$ cat config.mk
export PLATFORM = sky130hd
export DESIGN_NAME = psram_bus_arbiter
export DESIGN_NICKNAME = d
export VERILOG_FILES = /design/src/rtl/psram_bus_arbiter_pkg.sv /design/src/rtl/psram_bus_arbiter.sv
export SDC_FILE = /design/constraint.sdc
export NUM_CORES = 1
export LEC_CHECK = 0
export CAP_MARGIN = 10
export CORE_ASPECT_RATIO = 1.75
export CORE_UTILIZATION = 25
export DETAILED_ROUTE_END_ITERATION = 16
export GPL_ROUTABILITY_DRIVEN = 0
export PLACE_DENSITY_LB_ADDON = 0.2
export SYNTH_ARGS = -nofsm -noshare
export SYNTH_HDL_FRONTEND = slang
export SYNTH_SLANG_ARGS = --single-unit
$ cat constraint.sdc
create_clock -name clk_in -period 2.1 [get_ports clk_in]
set_input_delay 0.21 -clock clk_in [delete_from_list [all_inputs] [get_ports clk_in]]
set_output_delay 0.21 -clock clk_in [all_outputs]
set_load 0.005 [all_outputs]
$ cat src/rtl/psram_bus_arbiter_pkg.sv
// Shared constants for the PRG/CHR PSRAM arbiter: FSM encoding, port ids,
// default timing and PSRAM base addresses.
package psram_bus_arbiter_pkg;

   localparam logic [1:0] ST_IDLE   = 2'd0;
   localparam logic [1:0] ST_SETUP  = 2'd1;
   localparam logic [1:0] ST_ACCESS = 2'd2;
   localparam logic [1:0] ST_HOLD   = 2'd3;

   localparam logic PORT_PRG = 1'b0;
   localparam logic PORT_CHR = 1'b1;

   localparam int          DEFAULT_WAIT_CYCLES = 3;
   localparam logic [22:0] DEFAULT_PRG_BASE    = 23'h000000;
   localparam logic [22:0] DEFAULT_CHR_BASE    = 23'h004000;

   typedef struct packed {
      logic [22:0] addr;
      logic        lane;
      logic        r_nw;
      logic [7:0]  data;
   } req_t;

   // Byte address bit 0 is the lane select, so only the upper bits form the word offset.
   function automatic logic [22:0] map_word(input logic [22:0] base, input logic [13:0] word);
      return base + {9'd0, word};
   endfunction

endpackage

$ cat src/rtl/psram_bus_arbiter.sv
// Round-robin arbiter sharing one asynchronous PSRAM between the PRG and CHR
// ports; sequences SETUP/ACCESS/HOLD strobes and returns a byte with a one-cycle ack.
module psram_bus_arbiter
   import psram_bus_arbiter_pkg::*;
#(
   parameter int          WAIT_CYCLES = DEFAULT_WAIT_CYCLES,
   parameter logic [22:0] PRG_BASE    = DEFAULT_PRG_BASE,
   parameter logic [22:0] CHR_BASE    = DEFAULT_CHR_BASE
) (
   input  logic        clk_in,
   input  logic        rst_in,
   input  logic        prg_req_in,
   input  logic [14:0] prg_a_in,
   input  logic        prg_r_nw_in,
   input  logic [7:0]  prg_d_in,
   output logic [7:0]  prg_d_out,
   output logic        prg_ack_out,
   input  logic        chr_req_in,
   input  logic [12:0] chr_a_in,
   input  logic        chr_r_nw_in,
   input  logic [7:0]  chr_d_in,
   output logic [7:0]  chr_d_out,
   output logic        chr_ack_out,
   output logic [22:0] mem_a_out,
   input  logic [15:0] mem_d_in,
   output logic [15:0] mem_d_out,
   output logic        mem_d_oe_out,
   output logic        mem_oe_n_out,
   output logic        mem_we_n_out,
   output logic        psram_ce_n_out,
   output logic        psram_lb_n_out,
   output logic        psram_ub_n_out,
   output logic        busy_out
);

   localparam int               CNT_W    = $clog2(WAIT_CYCLES + 1);
   localparam logic [CNT_W-1:0] CNT_LOAD = CNT_W'(WAIT_CYCLES - 1);

   logic [1:0]       state;
   logic [CNT_W-1:0] wait_cnt;
   logic             last_grant;
   logic             cur_port;
   logic             cur_r_nw;
   logic             cur_lane;
   logic             grant_port;
   req_t             grant_req;
   logic [7:0]       rd_byte;

   // When both ports ask, the one that did not win last time goes first.
   always_comb begin
      grant_port = PORT_PRG;
      if (prg_req_in && chr_req_in) begin
         grant_port = (last_grant == PORT_PRG) ? PORT_CHR : PORT_PRG;
      end else if (chr_req_in) begin
         grant_port = PORT_CHR;
      end
   end

   always_comb begin
      if (grant_port == PORT_CHR) begin
         grant_req.addr = map_word(CHR_BASE, {1'b0, chr_a_in[12:1]});
         grant_req.lane = chr_a_in[0];
         grant_req.r_nw = chr_r_nw_in;
         grant_req.data = chr_d_in;
      end else begin
         grant_req.addr = map_word(PRG_BASE, prg_a_in[14:1]);
         grant_req.lane = prg_a_in[0];
         grant_req.r_nw = prg_r_nw_in;
         grant_req.data = prg_d_in;
      end
   end

   assign rd_byte = cur_lane ? mem_d_in[15:8] : mem_d_in[7:0];

   always_ff @(posedge clk_in) begin
      if (rst_in) begin
         state          <= ST_IDLE;
         wait_cnt       <= '0;
         last_grant     <= PORT_CHR;
         cur_port       <= PORT_PRG;
         cur_r_nw       <= 1'b1;
         cur_lane       <= 1'b0;
         psram_ce_n_out <= 1'b1;
         mem_oe_n_out   <= 1'b1;
         mem_we_n_out   <= 1'b1;
         psram_lb_n_out <= 1'b1;
         psram_ub_n_out <= 1'b1;
         mem_d_oe_out   <= 1'b0;
         mem_a_out      <= '0;
         mem_d_out      <= '0;
         prg_ack_out    <= 1'b0;
         chr_ack_out    <= 1'b0;
         prg_d_out      <= '0;
         chr_d_out      <= '0;
         busy_out       <= 1'b0;
      end else begin
         prg_ack_out <= 1'b0;
         chr_ack_out <= 1'b0;
         case (state)
            ST_IDLE: begin
               if (prg_req_in || chr_req_in) begin
                  state          <= ST_SETUP;
                  busy_out       <= 1'b1;
                  last_grant     <= grant_port;
                  cur_port       <= grant_port;
                  cur_r_nw       <= grant_req.r_nw;
                  cur_lane       <= grant_req.lane;
                  mem_a_out      <= grant_req.addr;
                  mem_d_out      <= {grant_req.data, grant_req.data};
                  psram_ce_n_out <= 1'b0;
                  psram_lb_n_out <= grant_req.lane;
                  psram_ub_n_out <= ~grant_req.lane;
                  mem_oe_n_out   <= ~grant_req.r_nw;
                  mem_d_oe_out   <= ~grant_req.r_nw;
               end
            end
            ST_SETUP: begin
               state    <= ST_ACCESS;
               wait_cnt <= CNT_LOAD;
               if (!cur_r_nw) begin
                  mem_we_n_out <= 1'b0;
               end
            end
            ST_ACCESS: begin
               if (wait_cnt == '0) begin
                  state          <= ST_HOLD;
                  psram_ce_n_out <= 1'b1;
                  mem_oe_n_out   <= 1'b1;
                  mem_we_n_out   <= 1'b1;
                  psram_lb_n_out <= 1'b1;
                  psram_ub_n_out <= 1'b1;
                  if (cur_port == PORT_PRG) begin
                     prg_ack_out <= 1'b1;
                     if (cur_r_nw) begin
                        prg_d_out <= rd_byte;
                     end
                  end else begin
                     chr_ack_out <= 1'b1;
                     if (cur_r_nw) begin
                        chr_d_out <= rd_byte;
                     end
                  end
               end else begin
                  wait_cnt <= wait_cnt - 1'b1;
               end
            end
            // Write data stays driven through HOLD for data hold time.
            ST_HOLD: begin
               state        <= ST_IDLE;
               mem_d_oe_out <= 1'b0;
               busy_out     <= 1'b0;
            end
            default: state <= ST_IDLE;
         endcase
      end
   end

endmodule

==> results of run 1 <==
==> flip-flops by register name (all words and copies together), names as in the netlist, 2 cells and up <==
register   cells
wait_cnt       2
state          2
mem_a_out     15
chr_d_out      8
prg_d_out      8
mem_d_out      8
==> worst max-delay path: cells and delay by family (launching register included) <==
kind	cells	cell delay [ns]
and+or+nand+nor	3	0.71
buffers and inverters	1	0.11
AOI/OAI and AO/OA	1	0.19
adders and majority gates	1	0.31
DFF	1	0.39
==> cells in the final DEF (no fill, tap or decap), types with 2 or more instances in the layout <==
cell type          n
a211oi_1          38
a21oi_1            5
a22oi_1            4
buf_12             3
buf_4              3
clkbuf_1           2
clkbuf_16          5
clkdlybuf4s50_1  120
conb_1             8
dfxtp_1           55
ha_1               7
inv_1              5
mux2i_1           30
nand2_1            4
nand2b_1           2
nor2_1            51
nor2_4             2
nor2b_1            5
nor3_1             9
o21ai_0            3
o32a_1             2
==> per-layer routing <==
layer	routed length (um)	vias up	global-route usage (%)	part of all wire (%)
met4	233	0	6.79	3.3
met5	0	-	0	0
met2	3910	66	26.3	56
met3	318	12	2.55	4.5
met1	2550	1008	13.3	36
li1	-	1145	-	-
==> worst min path at each step <==
stage                                    from                         end  slack [ns]  cells after the start
floorplan                        prg_a_in[13]  mem_a_out[12]$_SDFFE_PP0P_        0.36                      2
finish                                 rst_in   mem_d_oe_out$_SDFFE_PP0P_        0.36                      2
detailed placement  chr_d_out[1]$_SDFFE_PP0P_   chr_d_out[1]$_SDFFE_PP0P_        0.49                      2
CTS                                    rst_in   mem_d_oe_out$_SDFFE_PP0P_        0.35                      2
global route                           rst_in  mem_a_out[13]$_SDFFE_PP0P_        0.39                      2
global placement    mem_a_out[2]$_SDFFE_PP0P_   mem_a_out[2]$_SDFFE_PP0P_        0.49                      2
==> metrics by stage <==
stage          total power, mW  instance area [sq um]  hold WS, ns  util, %  std cells
2_1_floorplan             2.82                   2590        0.358        -        279
3_3_place_gp              3.81                   3780        0.485     38.2        495
3_5_place_dp              3.83                   3780        0.491     38.2        495
4_1_cts                   4.66                   3920        0.354     39.6        503
5_1_grt                   4.93                   3920        0.386     39.6        503
6_report                  4.55                   3920        0.361     39.6        503
==> power by group <==
part           leakage, nW  total (mW)  internal (mW)  switching, mW
registers            0.452        1.62           1.38          0.240
logic                0.905        2.14           1.20          0.941
clock network       0.0679       0.792          0.442          0.351
==> logic make-up (layout without fill, tap and decap cells) <==
| group | count (synthesis) | after routing |
|---|---|---|
| adder cells (fa/ha/maj) | 7 | 7 |
| AND/OR/NAND/NOR | 77 | 77 |
| other | 1 | 8 |
| buffers and inverters | 41 | 140 |
| AO/OA/AOI/OAI | 61 | 61 |
| multiplexers | 30 | 30 |
| flip-flops | 55 | 55 |
==> layout make-up <==
cell class	instances	area share, %
Sequential cell	55	28.1
Multi-Input combinational cell	183	31.1
Timing Repair Buffer	127	32.9
Tap cell	125	3.99
Clock inverter	1	0.128
Inverter	5	0.479
Clock buffer	7	3.38
==> metrics.cfg, run 1 <==
[critical_path]
crit_required_ns=2.28
cp-end-kind=register
crit_arrival_ns=2.00
worstSetupStartpointType=register
worstSetupPathType=register to register
reg2reg_depth=6
cp_max_fo=9
crit_chain=inv_1 > ha_1 > nor2b_1 > nor3_1 > nand2_1 > o32a_1
r2r_slack_ns=0.27
cpMaxStageDelayCell=dfxtp_1
reg2reg_from=state[0]$_SDFFE_PP0P_
slowest_delay_ns=0.39
critPathCapture=mem_oe_n_out$_SDFFE_PP1P_
r2r-end=mem_oe_n_out$_SDFFE_PP1P_
crit_start=state[0]$_SDFFE_PP0P_

[yosys]
yosysMostFrequentCell=dfxtp_1
syn_inst=272
yosysTopAreaCell=dfxtp_1
synth_compound_area_share_pct=17.3
synth_area_leaders=dfxtp_1 43%, mux2i_1 12%, a211oi_1 11%
yosysSeqAreaShare_pct=42.9
async_flop_share_pct=0
synth_edf_count=0
yosys_warnings=0
synthSimpleGateAreaFrac_pct=13.7
synth_top_family_by_area=compound AO/OA/AOI/OAI gates
synth_top_area_share_pct=42.9
yosysUniqueCellTypes=36
synthAdderAreaFrac_pct=3.41
synth_area_sq_mm=0.00257
synth_ff_type=dfxtp_1
synthXorXnorAreaFrac_pct=0
synth_mux_area_share_pct=11.7
ys_seq_elements=55
synth_area_per_cell_sq_um=9.43
synth_commonest_cells=55 x dfxtp_1, 51 x nor2_1, 38 x a211oi_1

[routing]
via_per_inst=4.44
drt-pass1-iter-count=6
wire_per_inst_um=13.9
routed_wl_um=7020
ant_nets=0
drtIter0Drc=48
vias=2231
drc=0

[floorplan]
die_height_um=136
start_util_pct=25.9
die-width_um=78.6
rows=48
die-area_sq_mm=0.0107
coreArea_sq_mm=0.00991
ioPinCount=130

[clock_network]
root_buffer=clkbuf_16
postCtsHoldBufs=0
cts_tree=done
cts.clk_slew.worst_paths_ns=0.07
clk_latency_ns=0.29
cts.sinks=55
numCtsBuffers=5
cts_max_level=2
post_cts_buffers=0
cts_resized=0
cts_buffer_depth=2

[sta]
rsz0062_at_grt=no
min_period_ns=1.83
maxSlewHeadroom_pct=63.1
fin_crit_sh_pct=87.0
finClkSkew_ns=0.00337
hold_violations=0
tightest_slew_ns=0.553
setup_tns_ns=0
setup_viol=0
slew_violations=0
max_freq_mhz=547
setup_ws_ns=0.273

[status]
status=completed

[global_route]
grtUsageTotal_pct=13.5
antenna_found_initial=0
grt_max_degree=44
overflow=0
grt_pass1_wl_um=11000
grt_pass1_vias=2201

[finish]
drive_above_1_share_pct=5.03
nets=450
regArea_sq_mm=0.00110
diodes=0
multi_input_area_sq_mm=0.00122
nFillCells=1020
area_growth_pct=52.8

[flow_run]
drv_cap=0

[pwr]
ir_worst_vdd_mv=0.824
power_density_mw_per_mm2=1160
cellLeakagePower_nw=1.43

[min_path]
hold_class=input port to register

[place]
dp_slack_ns=0.264
port_buffers=121
dp_hpwl_um=5430

Power figures use the tool's default switching activity.
==> run 2: changes to the inputs <==
==> constraint.sdc (replaced) <==
create_clock -name clk_in -period 2.1 [get_ports clk_in]
set_input_delay 0.21 -clock clk_in [delete_from_list [all_inputs] [get_ports clk_in]]
set_output_delay 0.21 -clock clk_in [all_outputs]
set_load 0.1 [all_outputs]
==> run 2 against run 1 <==
Net effect: wire length grew 0.17%; utilization down 1.2 points; design area down 3.1%; cell count unchanged; sequential share of layout area grew 0.89 points; setup slack got worse by 0.018 ns; critical path depth did not move; register-to-register slack got worse by 0.02 ns; clock skew is 0.0045 ns higher.
==> metrics.cfg, run 2 (synthesized netlist as in run 1, its figures left out) <==
[clock_network]
clk_latency_ns=0.30
cts_resized=0
numCtsBuffers=5
cts.sinks=55
cts.clk_slew.worst_paths_ns=0.07
postCtsHoldBufs=0
cts_tree=done
post_cts_buffers=0
cts_buffer_depth=2
cts_max_level=2
root_buffer=clkbuf_16

[sta]
maxSlewHeadroom_pct=54.5
min_period_ns=1.84
setup_tns_ns=0
setup_viol=0
rsz0062_at_grt=no
finClkSkew_ns=0.00788
hold_violations=0
slew_violations=0
fin_crit_sh_pct=87.8
max_freq_mhz=542
tightest_slew_ns=0.683

[floorplan]
start_util_pct=25.9
die-area_sq_mm=0.0107
die-width_um=78.6
ioPinCount=130
die_height_um=136
coreArea_sq_mm=0.00991
rows=48

[finish]
nets=451
area_growth_pct=48.1
regMostFlops=mem_a_out
final_cell_mix=64 x clkdlybuf4s50_1, 61 x buf_4, 55 x dfxtp_1
multi_input_area_sq_mm=0.00122
nFillCells=1027
largest_register_ffs=15
diodes=0
drive_above_1_share_pct=20.4
regArea_sq_mm=0.00110
final_common_cell=clkdlybuf4s50_1

[min_path]
hold_path_depth=2
hold_start=rst_in
hold_class=input port to register
whs_endpoint=mem_d_oe_out$_SDFFE_PP0P_

[critical_path]
crit_arrival_ns=2.05
cpMaxStageDelayCell=nor2_4
slowest_delay_ns=0.37
worstSetupPathType=register to register
path_depth=6
cp-end-kind=register
r2r-end=prg_d_out[7]$_SDFFE_PP0P_
reg2reg_from=state[0]$_SDFFE_PP0P_
worstSetupStartpointType=register
reg2reg_depth=6
cp_num_buf_inv=1
crit_chain=inv_1 > ha_1 > nand3_1 > nor2_4 > nor2_1 > a211oi_1
r2r_slack_ns=0.26
path_delay_family=simple AND/OR/NAND/NOR gates
crit_required_ns=2.30
cp_max_fo=16

[global_route]
grtUsageTotal_pct=13.2
overflow=0
grt_max_degree=44
antenna_found_initial=0
grt_pass1_wl_um=10700
grt_pass1_vias=2145

[routing]
drtIter0Drc=65
routed_wl_um=7030
wire_per_inst_um=14.0
via_per_inst=4.49
drc=0
drt-pass1-iter-count=4
ant_nets=0
vias=2260

[place]
port_buffers=121
dp_hpwl_um=5460

[flow_run]
drv_cap=0

[status]
status=completed

[run 2: stage by stage]
step                      hold slack (ns)  instance area, sq um  instances  worst slack, ns  util [%]
after global routing                0.477                  3800        503            0.104      38.4
after CTS                           0.444                  3800        503            0.263      38.4
after global placement              0.476                  3640        496            0.278      36.7
after detailed placement            0.473                  3640        496            0.258      36.7
final                               0.433                  3800        503            0.255      38.4
after floorplan                     0.358                  2590        279            0.435         -
[run 2: worst reg2reg max path, stage by stage, from the launching register on]
cell and delay (ns):
dfxtp_1 0.35, inv_1 0.14, ha_1 0.35, nand3_1 0.25, nor2_4 0.37, nor2_1 0.08
a211oi_1 0.22
[run 2: area by class of cell]
cell class,count,share of cell area (%)
sequential,55,29.0
clock inverter,2,0.987
timing repair buffer,128,30.1
inverter,5,0.494
clock buffer,5,3.29
multi-input combinational,183,32.1
tap,125,4.11
[run 2: how the worst max path moves through the flow]
stage	to	from	slack [ns]
finish	prg_d_out[7]$_SDFFE_PP0P_	state[0]$_SDFFE_PP0P_	0.26
global route	chr_d_out[0]$_SDFFE_PP0P_	state[0]$_SDFFE_PP0P_	0.10
CTS	prg_d_out[7]$_SDFFE_PP0P_	state[0]$_SDFFE_PP0P_	0.26
detailed placement	mem_d_oe_out$_SDFFE_PP0P_	chr_req_in	0.26
global placement	mem_a_out[3]$_SDFFE_PP0P_	chr_req_in	0.28
floorplan	mem_oe_n_out$_SDFFE_PP1P_	state[0]$_SDFFE_PP0P_	0.44
[run 2: routing by layer]
| metal | routed length (um) | part of all wire (%) | GRT usage [%] |
|---|---|---|---|
| met5 | 0 | 0 | 0 |
| met4 | 194 | 2.8 | 5.97 |
| met3 | 361 | 5.1 | 2.62 |
| met2 | 3920 | 56 | 25.2 |
| met1 | 2550 | 36 | 13.6 |
Power of run 2 is not shown: default switching activity piles up to over one toggle a cycle in this logic, so the estimate is an artifact.
